==> src/rtl/cf_seq_div.sv <==
// Multi-cycle unsigned divider (radix-2 restoring, one quotient bit per cycle)
// with floor/ceil rounding and valid/ready handshakes on both sides.
//
// state | meaning
// IDLE  | waiting for operands, in_ready_o high
// BUSY  | iterating, one quotient bit per cycle
// DONE  | result presented, waiting for out_ready_i
module cf_seq_div #(
  parameter int WIDTH = 32,
  localparam int CNT_W = (WIDTH > 1) ? $clog2(WIDTH) : 1
) (
  input  logic             clk_i,
  input  logic             rst_ni,
  input  logic             in_valid_i,
  output logic             in_ready_o,
  input  logic [WIDTH-1:0] dividend_i,
  input  logic [WIDTH-1:0] divisor_i,
  input  logic             ceil_i,
  output logic             out_valid_o,
  input  logic             out_ready_i,
  output logic [WIDTH-1:0] quotient_o,
  output logic [WIDTH-1:0] remainder_o,
  output logic             div_zero_o
);

  typedef enum logic [1:0] {IDLE, BUSY, DONE} state_t;

  state_t             state, state_nx;
  logic [WIDTH-1:0]   dvd;
  logic [WIDTH-1:0]   dvs;
  logic [WIDTH-1:0]   prem;
  logic [CNT_W-1:0]   cnt;
  logic               ceil_q;
  logic [WIDTH-1:0]   quo_q;
  logic [WIDTH-1:0]   rem_q;
  logic               dz_q;

  logic               accept;
  logic               last;
  logic [WIDTH:0]     prem_sh;
  logic               ge;
  logic [WIDTH-1:0]   diff;
  logic [WIDTH-1:0]   prem_nx;
  logic [WIDTH-1:0]   quo_nx;
  logic               inc;
  logic [WIDTH-1:0]   quo_fin;

  // The stored remainder is always < divisor, so only the shifted value needs
  // the extra bit; the difference is exact modulo 2^WIDTH whenever ge is set.
  always_comb begin
    prem_sh = {prem, dvd[WIDTH-1]};
    ge      = (prem_sh >= {1'b0, dvs});
    diff    = prem_sh[WIDTH-1:0] - dvs;
    prem_nx = ge ? diff : prem_sh[WIDTH-1:0];
    quo_nx  = {dvd[WIDTH-2:0], ge};
    inc     = ceil_q && (prem_nx != '0);
    quo_fin = quo_nx + {{(WIDTH-1){1'b0}}, inc};
  end

  always_ff @(posedge clk_i or negedge rst_ni) begin
    if (!rst_ni) state <= IDLE;
    else         state <= state_nx;
  end

  always_comb begin
    state_nx    = state;
    in_ready_o  = 1'b0;
    out_valid_o = 1'b0;
    accept      = 1'b0;
    last        = 1'b0;
    case (state)
      IDLE: begin
        in_ready_o = 1'b1;
        if (in_valid_i) begin
          accept   = 1'b1;
          state_nx = (divisor_i == '0) ? DONE : BUSY;
        end
      end
      BUSY: begin
        if (cnt == '0) begin
          last     = 1'b1;
          state_nx = DONE;
        end
      end
      DONE: begin
        out_valid_o = 1'b1;
        if (out_ready_i) state_nx = IDLE;
      end
      default: state_nx = IDLE;
    endcase
  end

  always_ff @(posedge clk_i or negedge rst_ni) begin
    if (!rst_ni) begin
      dvd    <= '0;
      dvs    <= '0;
      prem   <= '0;
      cnt    <= '0;
      ceil_q <= 1'b0;
      quo_q  <= '0;
      rem_q  <= '0;
      dz_q   <= 1'b0;
    end else if (accept) begin
      dvd    <= dividend_i;
      dvs    <= divisor_i;
      ceil_q <= ceil_i;
      prem   <= '0;
      cnt    <= CNT_W'(WIDTH - 1);
      if (divisor_i == '0) begin
        quo_q <= '1;
        rem_q <= dividend_i;
        dz_q  <= 1'b1;
      end else begin
        dz_q  <= 1'b0;
      end
    end else if (state == BUSY) begin
      prem <= prem_nx;
      dvd  <= quo_nx;
      cnt  <= cnt - 1'b1;
      // result registers change only on completion so no partial value leaks out
      if (last) begin
        quo_q <= quo_fin;
        rem_q <= prem_nx;
      end
    end
  end

  assign quotient_o  = quo_q;
  assign remainder_o = rem_q;
  assign div_zero_o  = dz_q;

endmodule

==> config.mk <==
export PLATFORM = sky130hd
export DESIGN_NAME = cf_seq_div
export DESIGN_NICKNAME = d
export VERILOG_FILES = /design/src/rtl/cf_seq_div.sv
export SDC_FILE = /design/constraint.sdc
export NUM_CORES = 1
export LEC_CHECK = 0
export ABC_AREA = 1
export BUFFER_PORTS_ARGS = -buffer_cell sky130_fd_sc_hd__buf_4
export CORE_ASPECT_RATIO = 1.75
export CORE_MARGIN = 5
export CORE_UTILIZATION = 55
export DETAILED_ROUTE_END_ITERATION = 8
export GPL_ROUTABILITY_DRIVEN = 0
export PLACE_DENSITY = 0.86
export SYNTH_ARGS = -nofsm -noshare
export SYNTH_HDL_FRONTEND = slang
export SYNTH_SLANG_ARGS = --single-unit
==> constraint.sdc <==
create_clock -name clk_i -period 5.25 [get_ports clk_i]
set_input_delay 1.05 -clock clk_i [delete_from_list [all_inputs] [get_ports clk_i]]
set_output_delay 1.05 -clock clk_i [all_outputs]
set_load 0.01 [all_outputs]
==> flow_summary.toml <==
[status]
status = "completed"

[synth]
synth_area_leaders = "dfrtp_1, nand2_1, inv_1, ha_1, o221ai_1"
syn_nets = 1612
ys_types = 40
synth_top_area_share_pct = 39.8
syn_area_um2 = 10600
syn_inst = 1505
synth_seq_cells = 169
async_flop_share_pct = 100
synth_edf_count = 0
postSynthAreaPerCell_um2 = 7.07
yosysWarningCount = 0
seq_area_frac_synth_pct = 39.8
yosysTopAreaCell = "dfrtp_1"
ys.flop_type = "dfrtp_1"

[floorplanning]
fp.dieH_um = 194
core_um2 = 19100
num_io_pins = 136
row_count = 67
die_x_um = 115
start_util_pct = 55.6
die-area_um2 = 22300

[cts]
cts_resized = 0
cts.clk_slew.worst_paths_ps = 60
numCtsBuffers = 17
cts_root_buffer = "clkbuf_16"
postCtsHoldBufs = 0
cts.sinks = 169
worstSkewPairLatency_ps = 440
tritoncts = "built"
cts_buffer_depth = 2
cts_setup_buffers = 0
htreeDepth = 4

[worst_hold_path]
hold_class = "flop to flop"
min_path_cells = 2

[routing]
ant_nets = 0
vias = 10900
dr.pass1.iters = 6
vias_per_cell = 5.80
wl_um = 32200
drt_first_iter_violations = 1104
wl_per_cell_um = 17.2
drc_errors = 0

[sta]
clock.fmax_mhz = 204
final-hold-violation-count = 0
worst-slew-pin-transition_ps = 1200
finalSetupViolCount = 0
max_slew_margin_pct = 20.2
drv_slew = 0
setup_tns_ps = 0
fin_crit_ps = 4890
period_share_pct = 93.2
finalClockSkew_ps = 14.1
rsz0062_at_grt = "no"

[critical_path]
path_buf_inv = 5
crit_cells = 35
crit_path_start_kind = "flop"
cpMostUsedCell = "nand2_1"
slowest_delay_ps = 460
crit_fanout = 37
critPathArrivalTime_ps = 5260
slowest_stage = "dfrtp_1"
ff2ff_path_depth = 35
critPathRequiredTime_ps = 5620
end_kind = "flop"
crit_type = "flop to flop"
crit_family = "simple AND/OR/NAND/NOR gates"

[placement]
dp_cells = 1844
dpl.hpwl_um = 24000
io_buffers = 135

[global_routing]
grt_pass1_vias = 10900
overflow = 0
grt_usage_pct = 29.3
grt_pass1_wl_um = 52500
antenna_found_initial = 0
grt_max_degree = 84

[layout]
drive_gt1_share_pct = 14.1
diodes = 0
finalNonFillerCells = 1876
nNetsFinal = 1729
areaGrowthSynthToFinish_pct = 17.0

[flow_run]
maxCapViolations = 0
[Yosys cell counts (2+ instances only)]
cell type and n:
inv_2 7, and2_1 4, nand2_1 498, clkinv_1 2, nor2_2 10, dfrtp_1 169, nor4_1 9, o31ai_1 2
o22a_1 4, a31oi_1 28, nand3b_1 2, nand3_2 11, ha_1 37, o221ai_1 51, clkbuf_1 30, buf_1 3
nand2_2 9, o21ai_0 80, a21oi_1 44, nand2_4 4, buf_6 3, buf_2 10, xnor2_1 3, xor2_1 14
nand4_1 16, nor3_1 13, inv_1 242, nand3_1 68, nor2_4 6, nor2_1 116
[final timing paths]
path                             endpoint  slack (ps)      startpoint
max                        quotient_o[26]         360        prem[18]
min                        quotient_o[31]         490  quotient_o[31]
max reg2reg                quotient_o[26]         360        prem[18]
min reg2reg                quotient_o[31]         490  quotient_o[31]
max in group asynchronous          dvd[4]        3520          rst_ni
min in group asynchronous         dvs[26]         640          rst_ni
[tightest hold or removal path: stages (launching register included)]
cell	delay, ps
dfrtp_1	350
nand2_1	50
nand2_1	60
[cells by family (layout without fill, tap and decap cells)]
kind of cell	count (synthesis)	after routing	synth area share, %
and+or+nand+nor	770	770	30.9
AOI/OAI and AO/OA	212	212	12.4
buffers and inverters	299	429	11.0
adders and majority gates	38	38	4.54
xor gates and xnor gates	17	17	1.40
DFF	169	169	39.8
[layer usage]
layer | share of wire, % | global-route usage [%]
met5 | 0 | 0
met1 | 34 | 32.4
met2 | 51 | 50.2
met3 | 7.0 | 4.09
met4 | 8.3 | 21.1
[state kept, by name (all words and copies together), names as in the netlist]
signal	cells
ceil_q	1
cnt	5
div_zero_o	1
dvd	32
dvs	32
prem	32
quotient_o	32
remainder_o	32
state	2
[metrics by stage]
step	cell area, µm²	hold slack, ps	setup slack (ps)	util, %
after global placement	11800	466	530	61.8
after CTS	12400	492	282	65.0
final	12400	490	358	65.1
after floorplan	10600	452	1460	-
after detailed placement	11800	472	366	61.8
after global routing	12400	522	25.4	65.1
[cells in the final DEF (no fill, tap or decap), types with 5 or more instances in the layout]
cell       count
clkbuf_16     17
o21ai_0       80
nor4_1         9
o221ai_1      51
a31oi_1       28
nand3_2       11
inv_6          5
buf_4        145
nand4_1       16
nor2_1       114
xor2_1        14
nand3_1       68
ha_1          37
inv_1        241
inv_2          8
nand2_2       10
nor2_2        11
nand2_1      497
nor2_4         7
nor3_1        12
a21oi_1       44
dfrtp_1      169
[cell type report]
type | instances | area, µm²
multi-input cells | 1037 | 5260
well taps | 241 | 302
repair buffers | 146 | 1100
clock inverters | 12 | 159
flip-flops and latches | 169 | 4230
clock buffers | 20 | 457
fillers | 1607 | 6670
inverters | 251 | 942
Power is not shown: default switching activity piles up to over one toggle a cycle in this logic, so the estimate is an artifact.
